### config.mk
export PLATFORM = sky130hd
export DESIGN_NAME = fan_pwm_timebase
export DESIGN_NICKNAME = d
export VERILOG_FILES = /design/src/rtl/fan_pwm_timebase.sv
export SDC_FILE = /design/constraint.sdc
export NUM_CORES = 1
export LEC_CHECK = 0
export ABC_AREA = 1
export CORE_MARGIN = 5
export CORE_UTILIZATION = 47
export DETAILED_ROUTE_END_ITERATION = 12
export PLACE_DENSITY = 0.87
export SYNTH_ARGS = -nofsm -noshare
export SYNTH_HDL_FRONTEND = slang
export SYNTH_SLANG_ARGS = --single-unit
### constraint.sdc
create_clock -name clk -period 1.9 [get_ports clk]
set_input_delay 0.57 -clock clk [delete_from_list [all_inputs] [get_ports clk]]
set_output_delay 0.57 -clock clk [all_outputs]
set_load 0.01 [all_outputs]
### src/rtl/fan_pwm_timebase.sv
// Prescaled 0..period up-counter with double-buffered duty/period shadows feeding the fan
// comparator; config changes arrive over valid/ready and take effect only at a wrap or while idle.
module fan_pwm_timebase #(
   parameter int unsigned N     = 20,
   parameter int unsigned PRE_W = 8
) (
   input  logic             clk,
   input  logic             reset_p,
   input  logic             enable,
   input  logic [PRE_W-1:0] prescale,
   input  logic             cfg_valid,
   output logic             cfg_ready,
   input  logic [N-1:0]     cfg_period,
   input  logic [N-1:0]     cfg_duty,
   output logic [N-1:0]     cnt,
   output logic [N-1:0]     duty_q,
   output logic [N-1:0]     period_q,
   output logic             period_end,
   output logic             pwm_out
);

   typedef enum logic [0:0] {StIdle, StRun} state_e;

   state_e           state_q, state_d;
   logic [PRE_W-1:0] pre_cnt_q, pre_cnt_d;
   logic [N-1:0]     cnt_q, cnt_d;
   logic [N-1:0]     duty_act_q, duty_act_d;
   logic [N-1:0]     period_act_q, period_act_d;
   logic [N-1:0]     pend_duty_q, pend_duty_d;
   logic [N-1:0]     pend_period_q, pend_period_d;
   logic             pending_q, pending_d;
   logic             period_end_q, period_end_d;
   logic             pwm_q, pwm_d;

   logic run;
   logic tick;
   logic wrap;
   logic accept;
   logic apply;

   // Next state is decided from enable in the same cycle, so the datapath follows state_d.
   always_comb begin
      state_d = state_q;
      unique case (state_q)
         StIdle:  if (enable)  state_d = StRun;
         StRun:   if (!enable) state_d = StIdle;
         default: state_d = StIdle;
      endcase
   end

   // >= rather than == so lowering prescale below pre_cnt never stalls for a full wrap.
   always_comb begin
      run    = (state_d == StRun);
      tick   = run && (pre_cnt_q >= prescale);
      wrap   = tick && (cnt_q == period_act_q);
      accept = cfg_valid && !pending_q;
      apply  = pending_q && (!run || wrap);
   end

   always_comb begin
      pre_cnt_d     = pre_cnt_q;
      cnt_d         = cnt_q;
      duty_act_d    = duty_act_q;
      period_act_d  = period_act_q;
      pend_duty_d   = pend_duty_q;
      pend_period_d = pend_period_q;
      pending_d     = pending_q;
      period_end_d  = 1'b0;
      pwm_d         = 1'b0;

      if (!run) begin
         pre_cnt_d = '0;
         cnt_d     = '0;
      end else begin
         pre_cnt_d    = tick ? '0 : pre_cnt_q + 1'b1;
         period_end_d = wrap;
         pwm_d        = (cnt_q < duty_act_q);
         if (wrap) begin
            cnt_d = '0;
         end else if (tick) begin
            cnt_d = cnt_q + 1'b1;
         end
      end

      // accept needs !pending_q and apply needs pending_q, so they never coincide.
      if (apply) begin
         duty_act_d   = pend_duty_q;
         period_act_d = pend_period_q;
         pending_d    = 1'b0;
      end
      if (accept) begin
         pend_duty_d   = cfg_duty;
         pend_period_d = cfg_period;
         pending_d     = 1'b1;
      end
   end

   always_ff @(posedge clk) begin
      if (reset_p) begin
         state_q       <= StIdle;
         pre_cnt_q     <= '0;
         cnt_q         <= '0;
         duty_act_q    <= '0;
         period_act_q  <= '0;
         pend_duty_q   <= '0;
         pend_period_q <= '0;
         pending_q     <= 1'b0;
         period_end_q  <= 1'b0;
         pwm_q         <= 1'b0;
      end else begin
         state_q       <= state_d;
         pre_cnt_q     <= pre_cnt_d;
         cnt_q         <= cnt_d;
         duty_act_q    <= duty_act_d;
         period_act_q  <= period_act_d;
         pend_duty_q   <= pend_duty_d;
         pend_period_q <= pend_period_d;
         pending_q     <= pending_d;
         period_end_q  <= period_end_d;
         pwm_q         <= pwm_d;
      end
   end

   always_comb begin
      cfg_ready  = !pending_q;
      cnt        = cnt_q;
      duty_q     = duty_act_q;
      period_q   = period_act_q;
      period_end = period_end_q;
      pwm_out    = pwm_q;
   end

endmodule

==> impl_metrics.json <==
{
  "status": "complete, but fails checks",
  "violations": "setup timing",
  "cts_made_buffers": 9,
  "power_uw": 5400,
  "cts.path.max_buffers": 2,
  "die_y_um": 119,
  "synth_largest_area_cell": "dfxtp_1",
  "rsz0062_at_grt": "true",
  "cpPeakStageDelay_ns": 0.37,
  "grt_overflow_total": 0,
  "syn2layout_area_growth_pct": 48.9,
  "synth_top_area_frac": 0.399,
  "cap_violations": 0,
  "start_util": 0.484,
  "synth-edff-count": 0,
  "io_pins": 115,
  "die_area_sq_um": 14100,
  "path_clk_slew_ns": 0.07,
  "grt_pass1_vias": 5734,
  "globalplace.congestion": 0.968,
  "port_buffers": 114,
  "yosysSeqAreaShare": 0.399,
  "die_x_um": 119,
  "wire_per_inst_um": 17.7,
  "min_period_ns": 2.14,
  "grt_pass1_wl_mm": 28.8,
  "cp_data_required_time_ns": 2.17,
  "end_kind": "register",
  "post-route-period-util": 1.13,
  "netlist_area_sq_um": 5570,
  "post_synth_inst_count": 786,
  "first_iter_violations": 657,
  "cts_max_level": 3,
  "antenna_found_initial": 0,
  "fin_util": 0.721,
  "wl_mm": 19.3,
  "ys_types": 30,
  "cts_tree": "built",
  "worst_clock_skew_ns": 0.0103,
  "cts-hold-fix-buffers": 0,
  "synth-seq-cells": 111,
  "setup_viol": 46,
  "antenna_cells": 0,
  "cts-root-buf": "clkbuf_16",
  "p_leak_uw": 0.00381,
  "critPathMaxFanout": 8,
  "antenna_left": 0,
  "worst_slack_ns": -0.238,
  "fin_setup_tns_ns": -5.34,
  "vias_per_cell": 5.61,
  "vdd_ir_drop_max_mv": 0.464,
  "arrival_ns": 2.41,
  "num_rows": 39,
  "drive_above_1_share": 0.258,
  "hold_viol": 0,
  "startpoint_type": "register",
  "crit_path_frequent_cell": "nand2_1",
  "hp-class": "register to register",
  "avgSynthCellArea_sq_um": 7.09,
  "synth_common_cells": "143 x nand2_1, 111 x dfxtp_1, 110 x a21oi_1, 107 x inv_1, 82 x nor2_1",
  "slew_headroom": 0.263,
  "synth_area_leaders": "dfxtp_1 40%, a21oi_1 9.9%, nand2_1 9.6%, inv_1 7.2%, ha_1 6.5%",
  "ys_warn_count": 0,
  "nFillCells": 776,
  "drc_errors": 0,
  "grt_max_degree": 83,
  "synthFlopType": "dfxtp_1",
  "async_flop_share": 0,
  "fmaxAchievable_mhz": 468,
  "hold_ws_ns": 0.458,
  "crit_slowest_cell": "dfxtp_4",
  "clkLatencyLatePin_ns": 0.35,
  "p_per_area_nw_per_um2": 650,
  "worstMarginPinSlew_ns": 1.11,
  "coreArea_sq_um": 11500,
  "syn_nets": 867,
  "grt_use_total": 0.251,
  "synth_most_common_cell": "nand2_1",
  "nets": 1019,
  "critical_path_class": "register to register",
  "dp_hpwl_mm": 11.1,
  "vias": 6094,
  "final_max_slew_viol_count": 0,
  "crit_chain": "ha_4 > nand2_2 > nand2_2 > nand2_1 > nand2_1 > nand2_1 > nand3_2 > nand2_2 > inv_2 > nand2_4 > nand2_8 > buf_12 > buf_8 > buf_12 > nand3_1 > nand2_1 > nor2_1",
  "clock-sinks": 111,
  "first_pass_iters": 7
}
[final timing paths]
kind | startpoint | endpoint | slack, ns | cells past startpoint
max | pre_cnt_q[1]$_SDFF_PP0_ | duty_q[3]$_SDFFE_PP0P_ | -0.24 | 17
min | pend_period_q[15]$_SDFFE_PP0P_ | pend_period_q[15]$_SDFFE_PP0P_ | 0.46 | 2
max reg2reg | pre_cnt_q[1]$_SDFF_PP0_ | duty_q[3]$_SDFFE_PP0P_ | -0.24 | 17
min reg2reg | pend_period_q[15]$_SDFFE_PP0P_ | pend_period_q[15]$_SDFFE_PP0P_ | 0.46 | 2
[routing by layer]
metal | routed length [um] | vias to the layer above | track usage
met4 | 750 | 0 | 0.106
met5 | 0 | - | 0
met2 | 9370 | 365 | 0.414
met3 | 1640 | 72 | 0.0588
met1 | 7500 | 2825 | 0.315
li1 | - | 2832 | -
[final cells by class]
class	count	area (sq um)	share of cell area
clock buffer	9	225	0.0271
clock inverter	7	70.1	0.00844
inverter	113	424	0.0511
multi-input combinational	523	3190	0.384
sequential	111	2310	0.278
tap	143	179	0.0216
timing repair buffer	180	1900	0.229
[stage by stage]
stage	cells	instance area [sq um]	worst slack [ns]
after global placement	1042	7050	-0.643
final	1086	8300	-0.238
after detailed placement	1042	7050	-0.689
after global routing	1086	8300	-0.398
after floorplan	786	5630	-0.00846
after CTS	1083	8020	-0.151
[layout by cell type, fill, tap and decap left out, drive strengths merged, types with 2 or more instances in the layout]
cell type	Yosys	layout
nor3	7	7
dfxtp	111	111
nand2	145	145
dlymetal6s2s	0	25
a21oi	110	110
clkinv	2	3
nand3	57	57
nor3b	3	3
xor2	13	13
nor4	2	2
inv	111	116
buf	19	70
clkdlybuf4s50	0	72
dlygate4sd2	0	9
xnor2	12	12
ha	29	29
o21ai	46	46
clkbuf	20	10
nand4	9	9
bufbuf	0	2
nor2	83	83
[critical path, delay by kind of cell, from the launching register on]
family                   cells  cell delay (ns)
AND/OR/NAND/NOR             12             1.00
buffers and inverters        4             0.44
flip-flops                   1             0.37
adder cells (fa/ha/maj)      1             0.24
[sequential cells by signal, indices dropped and copies added, names as in the netlist]
name / count
period_end: 1
pend_period_q: 20
pending_q: 1
duty_q: 20
cnt: 20
pwm_out: 1
pre_cnt_q: 8
period_q: 20
pend_duty_q: 20
[timing repair]
action / 4_1_cts / 5_1_grt
endpoints found under the setup margin: 102 / 96
gates resized for setup: 146 / 99
buffers inserted: 19 / 9
cloned: 7 / 1
pin swaps: 36 / 44
[power by group]
| part | internal, uW | switching [uW] | leakage, uW |
|---|---|---|---|
| sequential | 2440 | 94.5 | 0.000934 |
| clock | 928 | 938 | 0.000142 |
| combinational | 459 | 532 | 0.00273 |
| total | 3830 | 1560 | 0.00381 |
[kinds of logic after synthesis]
family                     after synthesis  share of synthesized area
and+or+nand+nor                        308                      0.234
DFF                                    111                      0.399
adders and majority gates               29                     0.0651
AOI/OAI and AO/OA                      161                      0.147
buffers and inverters                  152                      0.116
xor gates and xnor gates                25                     0.0393
No activity file was read; power rests on OpenSTA's default activity.
